`src/rtl/ravenoc_edge_sink.sv`:
```
// Active terminator for an unused mesh-edge router port: accepts every flit, checks
// per-VC packet framing, counts flits/packets and latches the first framing error.
module ravenoc_edge_sink #(
   parameter int FLIT_WIDTH = 34,
   parameter int X_W        = 2,
   parameter int Y_W        = 2,
   parameter int PKT_W      = 8,
   parameter int N_VC       = 3,
   localparam int VC_W      = (N_VC > 1) ? $clog2(N_VC) : 1
) (
   input  logic                  clk_noc,
   input  logic                  arst_noc,
   input  logic                  en_i,
   input  logic                  clr_i,
   input  logic [FLIT_WIDTH-1:0] flit_i,
   input  logic                  valid_i,
   input  logic [VC_W-1:0]       vc_id_i,
   output logic [N_VC-1:0]       ready_o,
   output logic [31:0]           flit_cnt_o,
   output logic [15:0]           pkt_cnt_o,
   output logic                  err_o,
   output logic [1:0]            err_code_o,
   output logic [VC_W-1:0]       err_vc_o,
   output logic [FLIT_WIDTH-1:0] err_hdr_o
);

   typedef enum logic [1:0] {
      FT_HEAD      = 2'b00,
      FT_BODY      = 2'b01,
      FT_TAIL      = 2'b10,
      FT_HEAD_TAIL = 2'b11
   } flit_type_e;

   typedef enum logic [1:0] {
      ERR_NONE   = 2'b00,
      ERR_ORPHAN = 2'b01,
      ERR_TRUNC  = 2'b10,
      ERR_LEN    = 2'b11
   } err_code_e;

   typedef enum logic {
      ST_IDLE    = 1'b0,
      ST_PAYLOAD = 1'b1
   } vc_state_e;

   localparam int SIZE_MSB = FLIT_WIDTH - 3 - X_W - Y_W;

   vc_state_e             state_q [N_VC];
   vc_state_e             state_d [N_VC];
   logic [PKT_W-1:0]      rem_q   [N_VC];
   logic [PKT_W-1:0]      rem_d   [N_VC];
   logic [FLIT_WIDTH-1:0] head_q  [N_VC];
   logic [FLIT_WIDTH-1:0] head_d  [N_VC];

   logic [N_VC-1:0]       ready_q, ready_d, hit;
   logic [31:0]           flit_cnt_q, flit_cnt_d;
   logic [15:0]           pkt_cnt_q, pkt_cnt_d;
   logic                  err_q, err_d;
   err_code_e             err_code_q, err_code_d;
   logic [VC_W-1:0]       err_vc_q, err_vc_d;
   logic [FLIT_WIDTH-1:0] err_hdr_q, err_hdr_d;

   flit_type_e            ftype;
   logic [PKT_W-1:0]      fsize;
   logic                  accept, pkt_done, start_new;
   err_code_e             err_code_n;
   logic [FLIT_WIDTH-1:0] err_hdr_n;

   assign ftype = flit_type_e'(flit_i[FLIT_WIDTH-1 -: 2]);
   assign fsize = flit_i[SIZE_MSB -: PKT_W];

   // Out-of-range VC ids match no lane, so they are never accepted.
   always_comb begin
      hit = '0;
      for (int unsigned v = 0; v < N_VC; v++) begin
         hit[v] = valid_i && ready_q[v] && (vc_id_i == VC_W'(v));
      end
   end

   assign accept  = |hit;
   assign ready_d = {N_VC{en_i}};

   always_comb begin
      pkt_done   = 1'b0;
      start_new  = 1'b0;
      err_code_n = ERR_NONE;
      err_hdr_n  = '0;
      for (int unsigned v = 0; v < N_VC; v++) begin
         state_d[v] = state_q[v];
         rem_d[v]   = rem_q[v];
         head_d[v]  = head_q[v];
         if (hit[v]) begin
            start_new = (state_q[v] == ST_IDLE);
            if (state_q[v] == ST_PAYLOAD) begin
               state_d[v] = ST_IDLE;
               case (ftype)
                  FT_BODY: begin
                     if (rem_q[v] > PKT_W'(1)) begin
                        rem_d[v]   = rem_q[v] - PKT_W'(1);
                        state_d[v] = ST_PAYLOAD;
                     end else begin
                        err_code_n = ERR_LEN;
                        err_hdr_n  = head_q[v];
                     end
                  end
                  FT_TAIL: begin
                     if (rem_q[v] == PKT_W'(1)) begin
                        pkt_done = 1'b1;
                     end else begin
                        err_code_n = ERR_LEN;
                        err_hdr_n  = head_q[v];
                     end
                  end
                  default: begin
                     err_code_n = ERR_TRUNC;
                     err_hdr_n  = head_q[v];
                     start_new  = 1'b1;
                  end
               endcase
            end
            // A truncating head also opens a new packet; TRUNC outranks its own LEN.
            if (start_new) begin
               case (ftype)
                  FT_HEAD_TAIL: begin
                     if (fsize == '0) begin
                        pkt_done = 1'b1;
                     end else if (err_code_n == ERR_NONE) begin
                        err_code_n = ERR_LEN;
                        err_hdr_n  = flit_i;
                     end
                  end
                  FT_HEAD: begin
                     if (fsize != '0) begin
                        state_d[v] = ST_PAYLOAD;
                        rem_d[v]   = fsize;
                        head_d[v]  = flit_i;
                     end else if (err_code_n == ERR_NONE) begin
                        err_code_n = ERR_LEN;
                        err_hdr_n  = flit_i;
                     end
                  end
                  default: begin
                     err_code_n = ERR_ORPHAN;
                     err_hdr_n  = flit_i;
                  end
               endcase
            end
         end
      end
   end

   always_comb begin
      flit_cnt_d = (accept && (flit_cnt_q != '1)) ? flit_cnt_q + 32'd1 : flit_cnt_q;
      pkt_cnt_d  = (pkt_done && (pkt_cnt_q != '1)) ? pkt_cnt_q + 16'd1 : pkt_cnt_q;
      err_d      = err_q;
      err_code_d = err_code_q;
      err_vc_d   = err_vc_q;
      err_hdr_d  = err_hdr_q;
      // A fresh error in the clearing cycle is captured rather than dropped.
      if ((err_code_n != ERR_NONE) && (!err_q || clr_i)) begin
         err_d      = 1'b1;
         err_code_d = err_code_n;
         err_vc_d   = vc_id_i;
         err_hdr_d  = err_hdr_n;
      end else if (clr_i) begin
         err_d      = 1'b0;
         err_code_d = ERR_NONE;
         err_vc_d   = '0;
         err_hdr_d  = '0;
      end
   end

   always_ff @(posedge clk_noc) begin
      if (arst_noc) begin
         ready_q    <= '0;
         flit_cnt_q <= '0;
         pkt_cnt_q  <= '0;
         err_q      <= 1'b0;
         err_code_q <= ERR_NONE;
         err_vc_q   <= '0;
         err_hdr_q  <= '0;
         for (int unsigned v = 0; v < N_VC; v++) begin
            state_q[v] <= ST_IDLE;
            rem_q[v]   <= '0;
            head_q[v]  <= '0;
         end
      end else begin
         ready_q    <= ready_d;
         flit_cnt_q <= flit_cnt_d;
         pkt_cnt_q  <= pkt_cnt_d;
         err_q      <= err_d;
         err_code_q <= err_code_d;
         err_vc_q   <= err_vc_d;
         err_hdr_q  <= err_hdr_d;
         for (int unsigned v = 0; v < N_VC; v++) begin
            state_q[v] <= state_d[v];
            rem_q[v]   <= rem_d[v];
            head_q[v]  <= head_d[v];
         end
      end
   end

   assign ready_o    = ready_q;
   assign flit_cnt_o = flit_cnt_q;
   assign pkt_cnt_o  = pkt_cnt_q;
   assign err_o      = err_q;
   assign err_code_o = err_code_q;
   assign err_vc_o   = err_vc_q;
   assign err_hdr_o  = err_hdr_q;

endmodule

```
`config.mk`:
```
export PLATFORM = sky130hd
export DESIGN_NAME = ravenoc_edge_sink
export DESIGN_NICKNAME = d
export VERILOG_FILES = /design/src/rtl/ravenoc_edge_sink.sv
export SDC_FILE = /design/constraint.sdc
export NUM_CORES = 1
export LEC_CHECK = 0
export CAP_MARGIN = 10
export CORE_UTILIZATION = 40
export DETAILED_ROUTE_END_ITERATION = 8
export GPL_TIMING_DRIVEN = 0
export HOLD_SLACK_MARGIN = 0.02
export RECOVER_POWER = 25
export REMOVE_ABC_BUFFERS = 1
export SLEW_MARGIN = 20
export SYNTH_ARGS = -nofsm -noshare
export SYNTH_HDL_FRONTEND = slang
export SYNTH_SLANG_ARGS = --single-unit
```
`constraint.sdc`:
```
create_clock -name clk_noc -period 3.2 [get_ports clk_noc]
set_clock_uncertainty 0.05 [all_clocks]
set_input_delay 0.32 -clock clk_noc [delete_from_list [all_inputs] [get_ports clk_noc]]
set_output_delay 0.32 -clock clk_noc [all_outputs]
set_load 0.02 [all_outputs]
```
==> results of run 1 <==
## cell usage after synthesis, drive strengths merged (6+ instances only)
cell	count
a311oi	7
o21a	8
buf	26
nand3	43
xor2	23
nor3	34
nand2	344
a21oi	237
a22o	23
nor2	159
inv	33
a221oi	20
o2bb2ai	7
a21boi	6
dfxtp	217
and2	8
o211a	6
a31oi	23
a21o	7
a221o	8
a22oi	20
a32o	13
nor4	13
ha	12
or3	22
o21ai	93
o31ai	20
o211ai	12
a211oi	15
a32oi	6
a222oi	10
nand4	16
and3	14
o221ai	7
xnor2	13
o22ai	17
clkbuf	103
o32ai	6
## how the worst max path moves through the flow
| stage | depth (start not counted) | from | slack [ns] | to |
|---|---|---|---|---|
| floorplan | 12 | flit_i[32] | -2.29 | err_hdr_o[0] |
| global placement | 13 | flit_i[32] | -6.00 | err_hdr_o[7] |
| detailed placement | 11 | state_q[0][1] | -2.84 | err_hdr_o[6] |
| CTS | 14 | rem_q[0][9] | -0.18 | err_hdr_o[32] |
| global route | 14 | rem_q[0][1] | -0.37 | err_hdr_o[25] |
| finish | 14 | rem_q[0][1] | -0.29 | err_hdr_o[18] |
## per-stage QoR
step | setup TNS [ns] | setup WS, ns | area [µm²]
after floorplan | -133.85 | -2.29 | 12100
after global placement | -852.92 | -6.00 | 13900
after detailed placement | -173.49 | -2.84 | 14300
after CTS | -4.99 | -0.181 | 16100
after global routing | -11.90 | -0.366 | 16400
final | -8.73 | -0.293 | 16400
## per-layer routing
metal	vias up	track usage, %	wire (µm)
met4	0	13.3	2210
li1	6524	-	-
met5	-	0	0
met2	846	46.4	21600
met3	152	6.75	5610
met1	6707	38.6	19900
## final cells by class
type | instances | area, µm²
diodes | 1 | 2.50
flip-flops and latches | 217 | 4370
clock inverters | 16 | 236
clock buffers | 33 | 748
multi-input cells | 1348 | 8300
repair buffers | 203 | 2120
well taps | 396 | 495
fillers | 2866 | 14400
inverters | 35 | 150
## cell families after synthesis
family	Yosys count	share of synthesized area, %
multiplexers	2	0.159
adder cells (fa/ha/maj)	12	1.19
AO/OA/AOI/OAI	606	31.8
AND/OR/NAND/NOR	688	24.4
XOR/XNOR	36	2.50
buffers and inverters	164	5.50
flip-flops	217	34.4
## sequential cells by signal (all words and copies together) (netlist names)
| register | flops |
|---|---|
| state_q | 3 |
| pkt_cnt_o | 16 |
| rem_q | 24 |
| err_vc_o | 2 |
| err_hdr_o | 34 |
| ready_o | 1 |
| err_o | 1 |
| head_q | 102 |
| err_code_o | 2 |
| flit_cnt_o | 32 |
## power by group through the flow
stage          Sequential [mW]  Clock, mW  Combinational [mW]
6_report                  2.73       3.38               0.728
4_1_cts                   2.73       3.43               0.688
2_1_floorplan             2.79          0               0.274
3_3_place_gp              2.79          0               0.562
3_5_place_dp              2.79          0               0.590
5_1_grt                   2.73       3.55               0.761
## repair_timing
item	4_1_cts	5_1_grt
endpoints found under the setup margin	91	47
gates cloned	3	2
gates resized for setup	136	32
hold endpoints to repair	0	0
pin swaps	33	17
setup buffers	40	16
## tightest hold or removal path: cells and delay by family
kind / cells / cell delay [ns]
buffers and inverters: 1 / 0.20
and+or+nand+nor: 1 / 0.09
AOI/OAI and AO/OA: 1 / 0.05
==> results.tsv, run 1 <==
metric	value	unit
Sink Count	217	
Power Dens Cells	416	nW/µm²
final WL	49300	µm
die area	32300	µm²
count of pins over their slew limit	0	
critical path endpoint category	flip-flop	
Hold Worst Slack	0.0979	ns
drt via density	6.33	
Port-buffer cells	130	
Final nets	1885	
DR pass1 iterations	9	
HP Class	in2reg	
Final ANT Viol Nets	0	
Cells after Synth	1725	
post-route insts no fill	2249	
number of flops mapped to enable cells by yosys	0	
Netlist cell types	94	
largest net degree at the start of global routing	100	
most frequent cells in the layout	nand2_1 (335), a21oi_1 (233), dfxtp_1 (204)	
clock latency on the worst-skew pair	0.56	ns
H-tree depth	1	
Async S/R FF share, synth	0	%
vias in the first global route	13300	
most area-hungry cell type in the Yosys netlist	dfxtp_1	
# DRC	7	
CTS tree	done	
drt first-iter violations	1722	
routed vias	14200	
FF-to-FF Start	rem_q[0][1]	
Final setup viols	36	
Min-Delay Endpoint	head_q[0][100]	
Cell Chain, Critical Path	inv_1 -> ha_4 -> nor4b_4 -> a21oi_4 -> buf_4 -> nor3_4 -> buf_4 -> o31a_1 -> a2111o_1 -> a2bb2oi_2 -> o311a_4 -> o21a_4 -> buf_16 -> a22o_1	
gpl congestion	0.978	
clk buf depth	3	
Clk network pwr share	49.5	%
Final Critical Period	3.49	ns
Worst EP required	3.60	ns
Initial Util	40.9	%
first-pass GRT wire length	76900	µm
RSZ-0062 raised after global routing	yes	
most common cell after layout, fill and taps aside	nand2_1	
share of post-route cells with drive strength above 1	14.4	%
yosys synthesis warning count	0	
CTS Root Buffer Type	clkbuf_16	
Tcrit/Tclk final	109	%
sequential fraction of the synthesis area	34.4	%
peak supply drop	0.509	mV
I/O pins	131	
max frequency	0.286	GHz
Chip Width	180	µm
Hold Buf Count CTS	0	
Crit path max-delay family	compound AO/OA/AOI/OAI gates	
overall routing resource usage	29.5	%
violated checks	DRC, setup timing	
core area	30800	µm²
initial antenna violation count	1	
worst hold start	flit_i[32]	
die height	180	µm
P&R area growth vs syn	30.2	%
hold depth	3	
post-synth top area share	34.4	%
status	complete, but fails checks	
CP Max Fanout	21	
total of max-cap violations	0	
Comb pwr share	10.7	%
synthesized flop and latch total	217	
switching share of power	26.4	%
Sequential Power Share	39.9	%
Worst setup SP type	flip-flop	
clock-pin slew on the worst setup and hold paths	0.06	ns
Leak Pwr	5.74	nW
gr ovfl total	0	
Largest stage delay, worst path	0.41	ns
Most used DFF post-synth	dfxtp_1	
CTS buffer count	27	
reg2reg setup slack	-0.29	ns
std cell rows	64	
Slew HR	25.0	%
Internal Power	5.03	mW
end of the worst register-to-register path	err_hdr_o[18]	
HPWL after DPL	30800	µm
CP max-delay cell	o311a_4	
Final Util	53.3	%
Most Frequent Cell on Critical Path	buf_4	
endpoints failing hold	0	
WL per Instance	21.9	µm
WS Path Type	reg2reg	
PnR worst setup slack	-0.293	ns
Total Power	6.84	mW
Net Sw Power	1.80	mW
post-synthesis cell area	12600	µm²
R2R depth	14	
Worst Path Arrival	3.89	ns
Least-Margin Pin Slew	1.11	ns
WP buf/inv	4	
top cells by area, synth	dfxtp_1 (34%), nand2_1 (10%), a21oi_1 (9.4%), nor2_1 (4.7%), o21ai_0 (3.6%)	
Avg Inst Size Synth	7.31	µm²
Post-Place Cells	2138	
Power figures use the tool's default switching activity.
==> run 2, diff against run 1 <==
- CORE_MARGIN: default -> 2
==> results.tsv, run 2 (synthesized netlist as in run 1, its figures left out) <==
metric	value	unit	change
Port-buffer cells	130		unchanged
CTS Root Buffer Type	clkbuf_16		
CP Depth	11		-3
CP max-delay cell	dfxtp_4		
clk buf depth	3		unchanged
Final setup viols	36		unchanged
Final ANT Viol Nets	0		unchanged
die area	33000	µm²	+2.2%
Largest stage delay, worst path	0.54	ns	+0.13 ns
hold depth	3		unchanged
Cell Chain, Critical Path	clkinv_4 -> a2111oi_4 -> a211oi_4 -> a31oi_4 -> nor2_1 -> a311o_1 -> a2bb2oi_4 -> o311a_4 -> o21a_4 -> buf_12 -> a22o_1		
CP Max Fanout	18		-14%
layer with the highest usage	met2		
Fin Setup TNS	-8.89	ns	-0.154 ns
H-tree depth	1		unchanged
Final Critical Period	3.49	ns	-0.00412 ns
overall routing resource usage	29.0	%	-0.59 points
Tcrit/Tclk final	109	%	-0.13 points
vias in the first global route	13300		-0.10%
die height	182	µm	+1.1%
share of post-route cells with drive strength above 1	14.0	%	-0.37 points
gr ovfl total	0		unchanged
core area	31300	µm²	+1.6%
status	complete, but fails checks		
drt first-iter violations	1696		-1.5%
routed vias	14400		+1.3%
count of pins over their slew limit	90		+90
drt via density	6.39		+1.1%
largest net degree at the start of global routing	100		unchanged
Reg with most FFs	head_q		
max frequency	0.287	GHz	+0.12%
M1 GR Usage	37.9	%	-0.71 points
most frequent cells in the layout	nand2_1 (336), a21oi_1 (233), dfxtp_1 (204)		
first-pass GRT wire length	76200	µm	-0.97%
Total Power	6.67	mW	-2.4%
GR Layer Usage met2	45.8	%	-0.55 points
HP Class	in2reg		
Hold Worst Slack	0.0523	ns	-0.0456 ns
WL per Instance	22.2	µm	+1.3%
P&R area growth vs syn	29.9	%	
# DRC	0		-7
I/O pins	131		unchanged
PnR worst setup slack	-0.289	ns	+0.00412 ns
violated checks	capacitance limit, slew limit, setup timing		
peak supply drop	0.397	mV	-22%
critical path endpoint category	flip-flop		
final WL	50100	µm	+1.5%
Power Dens Cells	407	nW/µm²	-2.2%
Largest register FFs	102		unchanged
Post-Place Cells	2146		+0.37%
endpoints failing hold	0		unchanged
initial antenna violation count	0		-1
Worst EP required	3.59	ns	about the same
Worst setup SP type	flip-flop		
Slew HR	-44.2	%	-69 points
post-route insts no fill	2253		+0.18%
Final nets	1885		unchanged
clock-pin slew on the worst setup and hold paths	0.07	ns	about the same
Initial Util	40.3	%	-0.63 points
gpl congestion	0.943		-3.6%
Sink Count	217		unchanged
DR pass1 iterations	8		-1
WP buf/inv	2		-2
Least-Margin Pin Slew	2.16	ns	+1.05 ns
Leak Pwr	5.71	nW	-0.46%
CTS tree	done		
Crit path max-delay family	compound AO/OA/AOI/OAI gates		
CTS buffer count	27		unchanged
WS Path Type	reg2reg		
most common cell after layout, fill and taps aside	nand2_1		
Chip Width	182	µm	+1.1%
total of max-cap violations	1		+1
RSZ-0062 raised after global routing	yes		
met3 GRT Util	6.52	%	-0.23 points
clock latency on the worst-skew pair	0.56	ns	about the same
Worst Path Arrival	3.88	ns	about the same
std cell rows	65		+1.6%
HPWL after DPL	30600	µm	-0.72%
R2R depth	11		-3
n_diodes	0		-1
Final Util	52.3	%	-0.94 points
-- run 2: changes by cell type in the layout (fill, tap and decap cells not counted), sizes merged --
cell | before | now
and2 | 9 | 8
buf | 74 | 75
bufinv | 5 | 4
clkbuf | 33 | 37
clkdlybuf4s50 | 52 | 50
clkinv | 10 | 8
clkinvlp | 1 | 2
diode | 1 | 0
dlygate4sd3 | 65 | 66
inv | 35 | 33
-- run 2: per-stage QoR --
| stage | instance area [µm²] | setup slack [ns] |
|---|---|---|
| after floorplan | 12100 | -2.29 |
| after global placement | 13900 | -6.08 |
| after detailed placement | 14300 | -2.78 |
| after CTS | 16200 | -0.122 |
| after global routing | 16400 | -0.286 |
| final | 16400 | -0.289 |
-- run 2: worst reg2reg max path, stage by stage, from the launching register on --
cell	delay, ns
dfxtp_4	0.54
clkinv_4	0.27
a2111oi_4	0.48
a211oi_4	0.11
a31oi_4	0.23
nor2_1	0.09
a311o_1	0.38
a2bb2oi_4	0.19
o311a_4	0.35
o21a_4	0.28
buf_12	0.18
a22o_1	0.22
-- run 2: final timing paths --
kind / slack [ns] / to / startpoint
setup / recovery: -0.29 / err_hdr_o[9] / state_q[0][1]
hold / removal: 0.05 / head_q[0][100] / flit_i[32]
setup reg to reg: -0.29 / err_hdr_o[9] / state_q[0][1]
hold reg to reg: 0.40 / err_hdr_o[28] / err_hdr_o[28]
-- run 2: what timing repair did --
action                                  4_1_cts  5_1_grt
buffers inserted                             43       11
pin swaps                                    40        8
endpoints found under the hold margin         0        0
hold buffers                                  0        0
resized for setup                           148       21
cloned                                        5        2
endpoints found under the setup margin       69       44
-- run 2: cell type report --
class                           count  area, µm²
Sequential cell                   217       4380
Clock buffer                       36        739
Multi-Input combinational cell   1347       8270
Timing Repair Buffer              204       2170
Tap cell                          402        503
Inverter                           35        150
Clock inverter                     12        178
Fill cell                        2965      14900
-- run 2: metal layers --
metal | share of wire, % | vias to the layer above
met5 | 0 | -
met4 | 4.6 | 0
met3 | 11 | 195
met2 | 44 | 875
met1 | 40 | 6813
li1 | - | 6524
-- run 2: report_power, final --
| part | internal, mW | total, mW | leakage (nW) | switching [mW] |
|---|---|---|---|---|
| clock | 1.94 | 3.21 | 0.451 | 1.26 |
| combinational | 0.250 | 0.741 | 3.50 | 0.490 |
| sequential | 2.71 | 2.73 | 1.76 | 0.0169 |
| total | 4.90 | 6.67 | 5.71 | 1.77 |
